`src/rtl/decompressor_feeder.sv`:
```
// decompressor_feeder: parses a compressed byte stream into items for
// decompressor_top. A stream is a sequence of groups: one control byte
// followed by up to eight items, flag bit 7 first. A literal item (flag 0)
// is one byte presented as {8'h00, b0}. A copy item (flag 1) is two bytes
// presented as {b0, b1}.
//
// Handshakes:
//   Input side: in_valid/in_ready. A byte moves on a rising edge where both
//   are 1. in_ready depends only on the FSM state, never on in_valid.
//   Output side: data_in_valid/decompressor_busy. An item is accepted on a
//   rising edge where data_in_valid = 1 and decompressor_busy = 0. Until that
//   edge, data_in and control_word_in hold steady. After acceptance,
//   data_in_valid drops for at least one cycle. It stays low until busy is
//   seen low again, so the same item is never offered twice.
module decompressor_feeder #(
  parameter int COUNT_WIDTH = 16
) (
  input  logic                   clock,
  input  logic                   reset,
  input  logic                   start,
  input  logic [7:0]             in_byte,
  input  logic                   in_valid,
  input  logic                   in_last,
  output logic                   in_ready,
  output logic [15:0]            data_in,
  output logic                   control_word_in,
  output logic                   data_in_valid,
  input  logic                   decompressor_busy,
  output logic                   done,
  output logic                   error,
  output logic [COUNT_WIDTH-1:0] items_issued,
  output logic [2:0]             state_dbg
);

  typedef enum logic [2:0] {
    IDLE     = 3'd0,
    GET_CW   = 3'd1,
    GET_B0   = 3'd2,
    GET_B1   = 3'd3,
    ISSUE    = 3'd4,
    WAIT_ACK = 3'd5,
    DONE     = 3'd6
  } state_t;

  state_t state;
  state_t state_next;

  // Control byte shifted left after each item, so bit 7 is always the
  // flag of the item currently being parsed.
  logic [7:0] cw_reg;
  logic [2:0] item_idx;
  logic [7:0] b0_reg;
  logic       last_item;

  // Strobes from the FSM decode to the datapath registers.
  logic start_ok;
  logic cw_load;
  logic b0_load;
  logic lit_load;
  logic copy_load;
  logic set_err;
  logic accept;
  logic step_item;

  assign state_dbg = state;

  // State register: asynchronous active-low reset returns to IDLE at once.
  always_ff @(posedge clock or negedge reset) begin
    if (!reset) begin
      state <= IDLE;
    end else begin
      state <= state_next;
    end
  end

  // Next-state and handshake decode; all outputs and strobes default low.
  always_comb begin
    state_next    = state;
    in_ready      = 1'b0;
    data_in_valid = 1'b0;
    done          = 1'b0;
    start_ok      = 1'b0;
    cw_load       = 1'b0;
    b0_load       = 1'b0;
    lit_load      = 1'b0;
    copy_load     = 1'b0;
    set_err       = 1'b0;
    accept        = 1'b0;
    step_item     = 1'b0;
    case (state)
      IDLE: begin
        if (start) begin
          start_ok   = 1'b1;
          state_next = GET_CW;
        end
      end
      GET_CW: begin
        in_ready = 1'b1;
        if (in_valid) begin
          cw_load = 1'b1;
          // A control byte that ends the stream issues nothing.
          state_next = in_last ? DONE : GET_B0;
        end
      end
      GET_B0: begin
        in_ready = 1'b1;
        if (in_valid) begin
          if (cw_reg[7]) begin
            if (in_last) begin
              // Copy item cut off after its first byte: a truncated stream.
              set_err    = 1'b1;
              state_next = DONE;
            end else begin
              b0_load    = 1'b1;
              state_next = GET_B1;
            end
          end else begin
            lit_load   = 1'b1;
            state_next = ISSUE;
          end
        end
      end
      GET_B1: begin
        in_ready = 1'b1;
        if (in_valid) begin
          copy_load  = 1'b1;
          state_next = ISSUE;
        end
      end
      ISSUE: begin
        data_in_valid = 1'b1;
        if (!decompressor_busy) begin
          accept     = 1'b1;
          state_next = WAIT_ACK;
        end
      end
      WAIT_ACK: begin
        if (!decompressor_busy) begin
          if (last_item) begin
            state_next = DONE;
          end else if (item_idx == 3'd7) begin
            state_next = GET_CW;
          end else begin
            step_item  = 1'b1;
            state_next = GET_B0;
          end
        end
      end
      DONE: begin
        done       = 1'b1;
        state_next = IDLE;
      end
      default: begin
        state_next = IDLE;
      end
    endcase
  end

  // Group bookkeeping: current control byte and item position in the group.
  always_ff @(posedge clock or negedge reset) begin
    if (!reset) begin
      cw_reg   <= 8'h00;
      item_idx <= 3'd0;
    end else if (cw_load) begin
      cw_reg   <= in_byte;
      item_idx <= 3'd0;
    end else if (step_item) begin
      cw_reg   <= {cw_reg[6:0], 1'b0};
      item_idx <= item_idx + 3'd1;
    end
  end

  // Item assembly: the registered item stays stable for the whole ISSUE state.
  always_ff @(posedge clock or negedge reset) begin
    if (!reset) begin
      b0_reg          <= 8'h00;
      data_in         <= 16'h0000;
      control_word_in <= 1'b0;
      last_item       <= 1'b0;
    end else begin
      if (start_ok) begin
        last_item <= 1'b0;
      end
      if (b0_load) begin
        b0_reg <= in_byte;
      end
      if (lit_load) begin
        data_in         <= {8'h00, in_byte};
        control_word_in <= 1'b0;
        last_item       <= in_last;
      end
      if (copy_load) begin
        data_in         <= {b0_reg, in_byte};
        control_word_in <= 1'b1;
        last_item       <= in_last;
      end
    end
  end

  // Status: sticky truncation flag and accepted-item counter, both cleared
  // when a new stream is armed.
  always_ff @(posedge clock or negedge reset) begin
    if (!reset) begin
      error        <= 1'b0;
      items_issued <= '0;
    end else begin
      if (start_ok) begin
        error        <= 1'b0;
        items_issued <= '0;
      end
      if (set_err) begin
        error <= 1'b1;
      end
      if (accept) begin
        items_issued <= items_issued + {{(COUNT_WIDTH-1){1'b0}}, 1'b1};
      end
    end
  end

endmodule

```
`config.mk`:
```
export PLATFORM = sky130hd
export DESIGN_NAME = decompressor_feeder
export DESIGN_NICKNAME = d
export VERILOG_FILES = /design/src/rtl/decompressor_feeder.sv
export SDC_FILE = /design/constraint.sdc
export NUM_CORES = 1
export LEC_CHECK = 0
export ABC_AREA = 1
export BUFFER_PORTS_ARGS = -buffer_cell sky130_fd_sc_hd__buf_4
export CAP_MARGIN = 0
export CORE_ASPECT_RATIO = 1.75
export CORE_MARGIN = 8
export CORE_UTILIZATION = 50
export CTS_CLUSTER_DIAMETER = 150
export DETAILED_ROUTE_END_ITERATION = 10
export PLACE_DENSITY = 0.76
export SLEW_MARGIN = 20
export SYNTH_ARGS = -nofsm -noshare
export SYNTH_HDL_FRONTEND = slang
export SYNTH_SLANG_ARGS = --single-unit
```
`constraint.sdc`:
```
create_clock -name clock -period 1.4 [get_ports clock]
set_input_delay 0 -clock clock [delete_from_list [all_inputs] [get_ports clock]]
set_output_delay 0 -clock clock [all_outputs]
set_load 0.02 [all_outputs]
```
# Word level (Yosys, flattened, before mapping)
# Cells that the tools add are included.
[totals]
reg_bits = 57
[op_classes]
add_sub_neg = 2
n_eq_ne = 13
muxes = 51
n_reduce_logical = 8
[op_table]
columns = ["operator", "count"]
rows = [
  ["$mux 16", 4],
  ["$mux 3", 12],
  ["$mux 1", 31],
  ["$pmux 3 s6", 1],
  ["$add 16x1->16 const B", 1],
  ["$mux 8", 2],
  ["$eq 3x3->1 const B", 4],
  ["$ne 2x2->1 const B", 6],
  ["$reduce_bool 2->1", 4],
  ["$eq 3x2->1 const B", 2],
  ["$reduce_and 6->1", 1],
  ["$add 3x1->3 const B", 1],
  ["$eq 3x1->1 const B", 1],
  ["$logic_not 3->1", 1],
  ["$reduce_bool 3->1", 1],
  ["$reduce_or 3->1", 1],
  ["$mux 2", 1],
]

# Depth between registers and ports, before layout
# Gate-level depths: netlist of run 1.
[logic_depth]
depth_word = 7
depth_mapped = 9
mapped_depth_nobuf = 9

# Worst setup path after synthesis of run 1
# Ideal clock, no wire load.
[synth_path]
kind = "register -> register"
startpoint = "register state[1], in the netlist state_dbg[1]"
endpoint = "register items_issued[11]"
t_arrival_ps = 1423
required_time_ps = 1287
setup_slack_ps = -137
path_stages_with_launch = 9
n_path_buf = 0
path_cell_list = "dfrtp_1 -> inv_2 -> nand2_2 -> nor2_2 -> nand2_1 -> nor2_1 -> nand3_1 -> nand2_1 -> inv_1"
[synth_via]
elab_chain_len = 3
[synth_rtl]
columns = ["element", "line_no", "rtl"]
rows = [
  ["start, declared", "45", "state_t state;"],
  ["start signal, assigned", "72", "state <= state_next;"],
  ["$eq 3x3->1 or $logic_not 3->1 (tied branches)", "90", "case (state)"],
  ["$mux 1", "90", ""],
  ["$mux 16 or $reduce_bool 2->1 (tied branches)", "--", ""],
  ["end signal, assigned", "215", "items_issued <= items_issued + {{(COUNT_WIDTH-1){1'b0}}, 1'b1};"],
  ["end, declared", "31", "output logic [COUNT_WIDTH-1:0] items_issued,"],
]
# Parallel ways exist; a longest one is shown, timed or not.
# A chain may end at the register's enable or synchronous reset.

# Worst setup path after layout of run 1
[layout_path]
startpoint = "register state[0], in the netlist state_dbg[0]"
endpoint = "register cw_reg[3]"
[layout_via]
elab_chain_len = 3
[layout_rtl]
columns = ["element", "line_no", "rtl"]
rows = [
  ["$eq 3x1->1 or $eq 3x3->1 (tied branches)", "90", ""],
  ["$mux 1", "90", ""],
  ["$mux 8 or $reduce_bool 2->1 (tied branches)", "--", ""],
  ["end signal, assigned", "165", "cw_reg <= in_byte;"],
  ["end signal, assigned", "168", "cw_reg <= {cw_reg[6:0], 1'b0};"],
  ["end, declared", "50", "logic [7:0] cw_reg;"],
]
# Parallel ways exist; a longest one is shown, timed or not.

==> results.md, run 1 <==
* Mapped Avg Cell Area at 8.03 µm²
* Peak fanout along the critical path at 5
* Number of hold violations in the final report at 0
* Violations in the final reports: setup timing
* Slew Limit Headroom at 76.4%
* Ordered list of cells on the worst path: inv_4 -> buf_12 -> nor2_4 -> nand3_4 -> buf_4 -> nor2_1 -> o21ai_1 -> nand2_1
* Syn Inst Count at 367
* Die footprint at 8700 µm²
* Core Box Area at 5790 µm²
* TritonCTS clock tree: done
* Largest family of logic cells by synthesized area: simple AND/OR/NAND/NOR gates
* Time the final worst path needs with I/O delays and setup at 1.45 ns
* Static leakage power at 2.25 nW
* Fraction of synthesized area in multiplexers at 0%
* Syn Nets at 384
* Antenna violations before repair at 0
* Fraction of layout cells with a size suffix above 1 at 42.1%
* Register clock-pin slew on the reported worst setup and hold paths at 0.07 ns
* Worst hold path type: input pin to flip-flop
* Sum of negative setup slack at -0.262 ns
* Hold-critical path endpoint: items_issued[10]
* Synthesized flop and latch total at 57
* Diode count at 0
* Count of placed standard cells including taps at 521
* CP Buf/Inv Count at 3
* Kind of critical path: flip-flop to flip-flop
* Routed length per instance at 16.4 µm
* Commonest cells after routing, fill and taps aside: 102 x sky130_fd_sc_hd__nand2_1, 87 x sky130_fd_sc_hd__buf_4, 54 x sky130_fd_sc_hd__dfrtp_1, 41 x sky130_fd_sc_hd__inv_1, 24 x sky130_fd_sc_hd__nor2_1
* Largest net degree at the start of global routing at 33
* Portion of the clock cycle consumed by the worst path in the final layout at 103%
* Via-to-Cell Ratio at 5.27
* Status: complete, but fails checks
* Sequential cell area fraction in the yosys report at 48.4%
* Share of synthesized registers carrying an async set or reset at 100%
* Final cell count without fillers at 565
* Number of iterations in the first detailed-routing pass at 4
* Kind of launch point of the worst setup path: flip-flop
* Top post-synthesis cells by area: sky130_fd_sc_hd__dfrtp_1 48%, sky130_fd_sc_hd__nand2_1 15%, sky130_fd_sc_hd__nand3_1 5.3%
* Area growth from synthesis to layout at 50.1%
* Drt total wl at 9250 µm
* Cell area after synthesis at 2950 µm²
* Clock Tree Buf Depth at 2
* Share of synthesized cell area in and, or, nand and nor gates at 32.4%
* Final Net Count at 500
* Final cell utilization of the core at 76.4%
* Top-area cell type share of the netlist area at 48.4%
* Initial core utilization at 50.9%
* Final HPWL DP at 5840 µm
* Primary FF master, synth: sky130_fd_sc_hd__dfrtp_1
* Cell accounting for the most synthesized area: sky130_fd_sc_hd__dfrtp_1
* Crit path required time at 1.68 ns
* Yosys synthesis warning count at 0
* Synthesized-area fraction occupied by xor and xnor cells at 0.297%
* FF-to-FF setup slack at -0.05 ns
* Biggest cell delay along the critical path at 0.41 ns
* CTS H-tree depth at 3
* Crit path setup slack, layout at -0.0489 ns
* Max-capacitance violation count at 0
* Transition time at the pin with the least slew margin at 0.354 ns
* Cell depth of the worst hold path at 4
* Die boundary width at 74.0 µm
* Vias in the first global route at 2993
* Setup violations, final at 20
* CTS Sinks at 57
* RR Endpoint: cw_reg[3]
* RSZ-0062 raised after global routing: yes
* CTS root buffer: sky130_fd_sc_hd__clkbuf_8
* Final max-slew violation count at 0
* DRT antenna net count at 0
* Largest registers: data_in x16, items_issued x16
* Worst clock skew at 0.00981 ns
* Count of input and output buffers at 53
* Total clock buffers created by CTS at 9
* Power Dens Cells at 1750 nW/µm²
* Worst R2R Path Depth at 8
* Via total after detailed routing at 2975
* Maximum frequency from static timing analysis at 690 MHz
* Crit. End Element: flip-flop
* Synth Area in Compound Gates at 9.56%
* GP Congestion at 0.868
* Violation count after the first detailed-routing iteration at 222
* Start point of the worst hold path: start
* Number of unique standard cell types used by synthesis at 29
* Kind of cell adding the most delay to the critical path: simple AND/OR/NAND/NOR gates
* Arrival time reported for the critical path endpoint at 1.73 ns
* Residual DRC count at 0
* VDD IR max at 1.23 mV
* First-pass GRT wire length at 13700 µm
* Adder and majority gate portion of the synthesized area at 1.27%
* Post-synth EDFFs at 0
* Launching point of the worst reg2reg path: state_dbg[0]
* Most common cell after layout, fill and taps aside: sky130_fd_sc_hd__nand2_1
* Number of I/O pins at 54
* Slowest stage cell, crit path: sky130_fd_sc_hd__dfrtp_2
* Count of standard-cell rows at 37
* Overall global routing resource usage at 20.3%
* Clock network latency to the later pin of the worst-skew pair at 0.35 ns
* Vert. Die Dim at 118 µm
* Global-route congestion overflow total at 0
* Final Total Pwr at 7.72 mW
[tightest hold or removal path, cell delays in order]
cell and delay (ns):
sky130_fd_sc_hd__buf_4 0.09, sky130_fd_sc_hd__nand2_2 0.11, sky130_fd_sc_hd__nand3_1 0.11, sky130_fd_sc_hd__o21ai_0 0.08
[cells in the mapped netlist (4+ instances only)]
| library cell | instances |
|---|---|
| sky130_fd_sc_hd__nand3_1 | 31 |
| sky130_fd_sc_hd__nor2_1 | 37 |
| sky130_fd_sc_hd__inv_2 | 6 |
| sky130_fd_sc_hd__nand2_2 | 8 |
| sky130_fd_sc_hd__inv_1 | 41 |
| sky130_fd_sc_hd__o21ai_1 | 5 |
| sky130_fd_sc_hd__dfrtp_1 | 57 |
| sky130_fd_sc_hd__nand3_2 | 4 |
| sky130_fd_sc_hd__o21ai_2 | 10 |
| sky130_fd_sc_hd__o21ai_0 | 25 |
| sky130_fd_sc_hd__nand2_1 | 114 |
| sky130_fd_sc_hd__buf_6 | 4 |
[metal layers]
layer,GRT usage [%],wire (µm),up-vias
li1,-,-,1394
met1,19.8,3060,1428
met2,36.3,5180,118
met3,5.12,575,35
met4,11.6,442,0
met5,0,0,-
[kinds of logic (layout without fill, tap and decap cells)]
| family | Yosys count | count (layout) |
|---|---|---|
| adders and majority gates | 3 | 3 |
| DFF | 57 | 57 |
| xor gates and xnor gates | 1 | 1 |
| AOI/OAI and AO/OA | 45 | 45 |
| and+or+nand+nor | 207 | 208 |
| buffers and inverters | 54 | 173 |
[worst max-delay path by stage]
stage	from	endpoint	cells after the start
global route	state_dbg[2]	b0_reg[5]	7
CTS	item_idx[0]	cw_reg[5]	8
global placement	state_dbg[0]	cw_reg[7]	9
finish	state_dbg[0]	cw_reg[3]	8
floorplan	state_dbg[2]	b0_reg[0]	8
detailed placement	item_idx[1]	cw_reg[3]	8
[timing repair]
item	in CTS	in global routing
resized for setup	16	67
hold endpoints to repair	77	0
gates cloned	1	2
buffers inserted	6	9
hold buffers	11	0
endpoints found under the setup margin	25	56
pin swaps	7	20
[report_power, final]
group	total (mW)	switching (mW)	internal, mW
Clock	1.35	0.672	0.675
Sequential	2.61	0.443	2.17
Combinational	3.77	2.06	1.70
Total	7.72	3.18	4.54
[metrics by stage]
step | area, µm² | hold WS, ns | setup WS (ns)
floorplan | 2970 | -0.296 | -0.0133
global placement | 3680 | -0.0696 | -0.0505
detailed placement | 3680 | -0.0691 | -0.0812
CTS | 4060 | 0.0948 | -0.0571
global route | 4420 | 0.137 | -0.123
finish | 4420 | 0.0931 | -0.0489
[final cells by class]
type | count | area, µm²
clock buffer | 12 | 145
clock inverter | 3 | 17.5
fill | 385 | 1370
inverter | 48 | 198
multi-input combinational | 257 | 1570
sequential | 57 | 1430
tap | 78 | 97.6
timing repair buffer | 110 | 961
Note: power is estimated with default switching activity, not from simulation.
==> run 2, diff against run 1 <==
--- a/config.mk
+++ b/config.mk
@@ -13,6 +13,7 @@
 export CORE_UTILIZATION = 50
 export CTS_CLUSTER_DIAMETER = 150
 export DETAILED_ROUTE_END_ITERATION = 10
+export GPL_TIMING_DRIVEN = 0
 export PLACE_DENSITY = 0.76
 export SLEW_MARGIN = 20
 export SYNTH_ARGS = -nofsm -noshare
==> run 2 against run 1 <==
Against the previous run: highest routed layer unchanged; sequential power barely moved; the run still ends with setup timing left; final cell count shrank 1.6%; worst setup slack got worse by 0.074 ns; critical path depth unchanged; utilization increased by 3.5 points; die area unchanged.
==> results.md, run 2 (synthesized netlist as in run 1, its figures left out) <==
* Status: complete, but fails checks
* Violations in the final reports: setup timing
* Crit. End Element: flip-flop
* Core Box Area at 5790 µm²
* Vias in the first global route at 3036
* Register clock-pin slew on the reported worst setup and hold paths at 0.07 ns
* Total clock buffers created by CTS at 9
* Commonest cells after routing, fill and taps aside: 91 x sky130_fd_sc_hd__nand2_1, 71 x sky130_fd_sc_hd__buf_4, 52 x sky130_fd_sc_hd__dfrtp_1, 41 x sky130_fd_sc_hd__inv_1, 25 x sky130_fd_sc_hd__nor2_1
* Kind of cell adding the most delay to the critical path: flip-flops
* Drt total wl at 10100 µm
* Number of iterations in the first detailed-routing pass at 5
* Peak fanout along the critical path at 8
* Biggest cell delay along the critical path at 0.40 ns
* Setup violations, final at 41
* Final max-slew violation count at 0
* Met3 Track Usage GR at 6.06%
* Storage element area at 1430 µm²
* Vert. Die Dim at 118 µm
* Worst hold path type: input pin to flip-flop
* VDD IR max at 1.42 mV
* Violation count after the first detailed-routing iteration at 229
* Sum of negative setup slack at -2.38 ns
* Final HPWL DP at 5510 µm
* RSZ-0062 raised after global routing: yes
* Final Net Count at 490
* Combined area of the multi-input logic cells at 1710 µm²
* Ordered list of cells on the worst path: ha_2 -> ha_4 -> nor2_4 -> nand2_4 -> o21ai_4 -> inv_4 -> nand2_1 -> nand2_1
* GP Congestion at 0.804
* CTS Sinks at 57
* CP Buf/Inv Count at 1
* Initial core utilization at 50.9%
* Slowest stage cell, crit path: sky130_fd_sc_hd__dfrtp_1
* Largest net degree at the start of global routing at 58
* Power Dens Cells at 1910 nW/µm²
* Met1 usage in global routing at 20.6%
* DRT antenna net count at 0
* Arrival time reported for the critical path endpoint at 1.75 ns
* Met2 track demand over resource at 36.9%
* Routed length per instance at 18.1 µm
* Antenna violations before repair at 0
* Most common cell type on the critical path: sky130_fd_sc_hd__nand2_1
* Clock Tree Buf Depth at 2
* Time the final worst path needs with I/O delays and setup at 1.52 ns
* Number of hold violations in the final report at 0
* Largest registers: data_in x16, items_issued x16
* Via total after detailed routing at 3047
* Crit path required time at 1.63 ns
* Maximum frequency from static timing analysis at 657 MHz
* First-pass GRT wire length at 14400 µm
* Die footprint at 8700 µm²
* Final cell utilization of the core at 79.9%
* Clock network latency to the later pin of the worst-skew pair at 0.35 ns
* Via-to-Cell Ratio at 5.48
* TritonCTS clock tree: done
* Area growth from synthesis to layout at 56.9%
* Kind of critical path: flip-flop to flip-flop
* Max-capacitance violation count at 0
* Transition time at the pin with the least slew margin at 0.768 ns
* Residual DRC count at 0
* CTS root buffer: sky130_fd_sc_hd__clkbuf_8
* Count of input and output buffers at 53
* Static leakage power at 2.33 nW
* Number of I/O pins at 54
* Overall global routing resource usage at 21.0%
* Most common cell after layout, fill and taps aside: sky130_fd_sc_hd__nand2_1
* Total of fill cells in the finished design at 336
* Slew Limit Headroom at 48.8%
* GRT Max-Usage Layer: met2
* Crit path setup slack, layout at -0.123 ns
* CTS H-tree depth at 3
* Diode count at 0
* Global-route congestion overflow total at 0
* Die boundary width at 74.0 µm
* Kind of launch point of the worst setup path: flip-flop
* Count of standard-cell rows at 37
* Fraction of layout cells with a size suffix above 1 at 46.0%
* Portion of the clock cycle consumed by the worst path in the final layout at 109%
* Worst clock skew at 0.00901 ns
[run 2: timing repair]
action / CTS / global route
endpoints found under the setup margin: 46 / 49
hold endpoints to repair: 77 / 0
gates resized for setup: 39 / 105
cloned: 2 / 2
buffers inserted: 11 / 17
pin swaps: 11 / 37
hold buffers: 11 / 0
[run 2: final cells by class]
type | instances | share of cell area [%]
tap | 78 | 2.11
timing repair buffer | 95 | 17.8
clock inverter | 5 | 3.25
buffer | 5 | 1.38
clock buffer | 11 | 3.06
multi-input combinational | 257 | 36.9
inverter | 48 | 4.55
sequential | 57 | 31.0
[run 2: where the power goes]
part | total (mW) | switching (mW) | internal, mW
combinational | 3.92 | 2.28 | 1.64
sequential | 2.60 | 0.436 | 2.17
clock | 2.29 | 0.699 | 1.59
total | 8.81 | 3.41 | 5.40
[run 2: worst paths after layout]
kind	startpoint	end	cells past startpoint	slack (ns)
setup / recovery	item_idx[1]	cw_reg[3]	8	-0.12
setup reg to reg	item_idx[1]	cw_reg[3]	8	-0.12
min in group asynchronous	reset	state_dbg[1]	2	0.26
max in group asynchronous	reset	items_issued[7]	2	0.57
hold reg to reg	control_word_in	control_word_in	2	0.48
hold / removal	start	items_issued[5]	4	0.10
[run 2: metrics by stage]
step	power, mW	cells	area, µm²	setup WS, ns	hold WS, ns
detailed placement	5.31	498	3470	-0.197	0.107
global route	9.25	556	4620	-0.210	0.0940
CTS	7.99	538	4080	-0.151	0.0788
finish	8.81	556	4620	-0.123	0.102
floorplan	4.32	367	2970	-0.0133	-0.296
global placement	5.23	498	3470	-0.173	0.107
[run 2: layer usage]
metal	share of wire, %	wire (µm)
met4	4.5	452
met2	56	5670
met3	6.9	699
met1	32	3270
met5	0	0
[run 2: tightest hold or removal path, stage by stage]
cell	delay (ns)
sky130_fd_sc_hd__buf_4	0.12
sky130_fd_sc_hd__nand2_2	0.12
sky130_fd_sc_hd__nand3_2	0.11
sky130_fd_sc_hd__o21ai_2	0.05
==> run 3, diff against run 2 <==
--- a/config.mk
+++ b/config.mk
@@ -14,6 +14,7 @@
 export CTS_CLUSTER_DIAMETER = 150
 export DETAILED_ROUTE_END_ITERATION = 10
 export GPL_TIMING_DRIVEN = 0
+export MAX_ROUTING_LAYER = met4
 export PLACE_DENSITY = 0.76
 export SLEW_MARGIN = 20
 export SYNTH_ARGS = -nofsm -noshare
==> run 3 against run 2 <==
Against the previous run: the run still ends with setup timing left; sequential power barely moved; hold slack got worse by 0.057 ns; flip-flop and latch count did not move; register-to-register slack got worse by 0.03 ns; first-iteration DRC count fell by 5.2%; largest cell class unchanged.
==> results.md, run 3 (synthesized netlist as in run 1, its figures left out) <==
* Proportion of power drawn by combinational gates at 44.9%
* Via-to-Cell Ratio at 5.37
* Clock network latency to the later pin of the worst-skew pair at 0.35 ns
* Final HPWL DP at 5510 µm
* Final max-slew violation count at 0
* Count of standard-cell rows at 37
* Setup violations, final at 41
* Switching Fraction at 38.5%
* Hold_ws at 0.0444 ns
* Maximum frequency from static timing analysis at 645 MHz
* CTS Sinks at 57
* Max-capacitance violation count at 0
* Core Box Area at 5790 µm²
* Most common cell after layout, fill and taps aside: sky130_fd_sc_hd__nand2_1
* Kind of critical path: flip-flop to flip-flop
* Number of hold violations in the final report at 0
* Largest net degree at the start of global routing at 58
* Via total after detailed routing at 3003
* Worst hold path type: input pin to flip-flop
* Violation count after the first detailed-routing iteration at 217
* Power Dens Cells at 1930 nW/µm²
* Peak fanout along the critical path at 5
* Drt total wl at 9920 µm
* Die boundary width at 74.0 µm
* GP Congestion at 0.816
* Fraction of layout cells with a size suffix above 1 at 44.1%
* Count of placed standard cells including taps at 498
* Total clock buffers created by CTS at 9
* Total of fill cells in the finished design at 343
* Largest registers: data_in x16, items_issued x16
* Overall global routing resource usage at 21.6%
* Residual DRC count at 0
* Portion of the clock cycle consumed by the worst path in the final layout at 111%
* Net switching power at 3.41 mW
* Arrival time reported for the critical path endpoint at 1.78 ns
* Part of the total power dissipated in sequential elements at 29.4%
* Number of I/O pins at 54
* CTS root buffer: sky130_fd_sc_hd__clkbuf_8
* Register clock-pin slew on the reported worst setup and hold paths at 0.07 ns
* Count of input and output buffers at 53
* DRT antenna net count at 0
* Final cell count without fillers at 559
* Final Net Count at 493
* Crit path setup slack, layout at -0.151 ns
* Global-route congestion overflow total at 0
* Time the final worst path needs with I/O delays and setup at 1.55 ns
* Crit. End Element: flip-flop
* TritonCTS clock tree: done
* VDD IR max at 1.40 mV
* Antenna violations before repair at 0
* Static leakage power at 2.31 nW
* Die footprint at 8700 µm²
* First-pass GRT wire length at 14400 µm
* RSZ-0062 raised after global routing: yes
* Diode count at 0
* Clock network fraction of total power at 25.7%
* Routed length per instance at 17.7 µm
* Clock Tree Buf Depth at 2
* Vias in the first global route at 3042
* Worst clock skew at 0.00732 ns
* Kind of launch point of the worst setup path: flip-flop
* Initial core utilization at 50.9%
* Violations in the final reports: setup timing
* Number of iterations in the first detailed-routing pass at 4
* Slew Limit Headroom at 51.0%
* Status: complete, but fails checks
* Area growth from synthesis to layout at 56.2%
* Commonest cells after routing, fill and taps aside: 93 x sky130_fd_sc_hd__nand2_1, 71 x sky130_fd_sc_hd__buf_4, 52 x sky130_fd_sc_hd__dfrtp_1, 41 x sky130_fd_sc_hd__inv_1, 27 x sky130_fd_sc_hd__nor2_1
* Vert. Die Dim at 118 µm
* Internal portion of total power at 5.45 mW
* CTS H-tree depth at 3
* Transition time at the pin with the least slew margin at 0.734 ns
* Crit path required time at 1.63 ns
==> run 3: cell types whose count changed in the layout (fill, tap and decap cells not counted), sizes merged <==
cell / change
buf: +3
==> run 3: routing by layer <==
metal  track usage (%)  part of all wire [%]
met3              5.63                   5.7
met1              21.2                    34
met5                 -                     0
met4              11.6                   4.3
met2              36.7                    56
==> run 3: final cells by class <==
type | instances | area (µm²) | area share [%]
Tap cell | 78 | 97.6 | 2.12
Multi-Input combinational cell | 257 | 1650 | 35.8
Timing Repair Buffer | 98 | 860 | 18.7
Clock buffer | 11 | 141 | 3.07
Sequential cell | 57 | 1430 | 31.1
Clock inverter | 5 | 150 | 3.26
Buffer | 5 | 63.8 | 1.39
Inverter | 48 | 210 | 4.57
==> run 3: final timing paths <==
kind                                  from               to  slack, ns  depth (start not counted)
max                           state_dbg[1]  items_issued[9]      -0.15                          8
min                                  start  items_issued[5]       0.04                          4
max reg2reg                   state_dbg[1]  items_issued[9]      -0.15                          8
min reg2reg                control_word_in  control_word_in       0.47                          2
max in group asynchronous            reset  items_issued[7]       0.61                          2
min in group asynchronous            reset  items_issued[2]       0.25                          2
==> run 3: timing repair <==
action	CTS	global route
hold endpoints to repair	77	0
pin swaps	11	35
buffers inserted	11	20
cloned	2	2
setup endpoints to repair	46	49
gates resized for setup	39	91
hold buffers	11	0
==> run 3: critical path, stage by stage (launching register included) <==
cell and delay, ns:
sky130_fd_sc_hd__dfrtp_2 0.47, sky130_fd_sc_hd__buf_6 0.15, sky130_fd_sc_hd__nor2_4 0.11, sky130_fd_sc_hd__nand2_2 0.09, sky130_fd_sc_hd__nor2_4 0.18, sky130_fd_sc_hd__buf_6 0.14
sky130_fd_sc_hd__nand3_4 0.07, sky130_fd_sc_hd__o21ai_1 0.18, sky130_fd_sc_hd__inv_1 0.06
==> run 3: power groups by stage <==
stage / Combinational (mW) / Clock [mW] / Sequential [mW]
CTS: 3.18 / 2.29 / 2.52
global placement: 2.73 / 0 / 2.49
finish: 3.97 / 2.28 / 2.61
global route: 4.26 / 2.39 / 2.65
detailed placement: 2.80 / 0 / 2.51
floorplan: 1.52 / 0 / 2.79
==> run 3: stage by stage <==
step,power [mW],cell area (µm²),util (%),setup WS [ns],setup TNS (ns)
final,8.86,4600,79.5,-0.151,-2.93
after global routing,9.30,4600,79.5,-0.228,-6.53
after CTS,7.99,4080,70.4,-0.151,-1.33
after detailed placement,5.31,3470,60.0,-0.197,-3.18
after global placement,5.23,3470,60.0,-0.173,-2.36
after floorplan,4.32,2970,-,-0.0133,-0.111
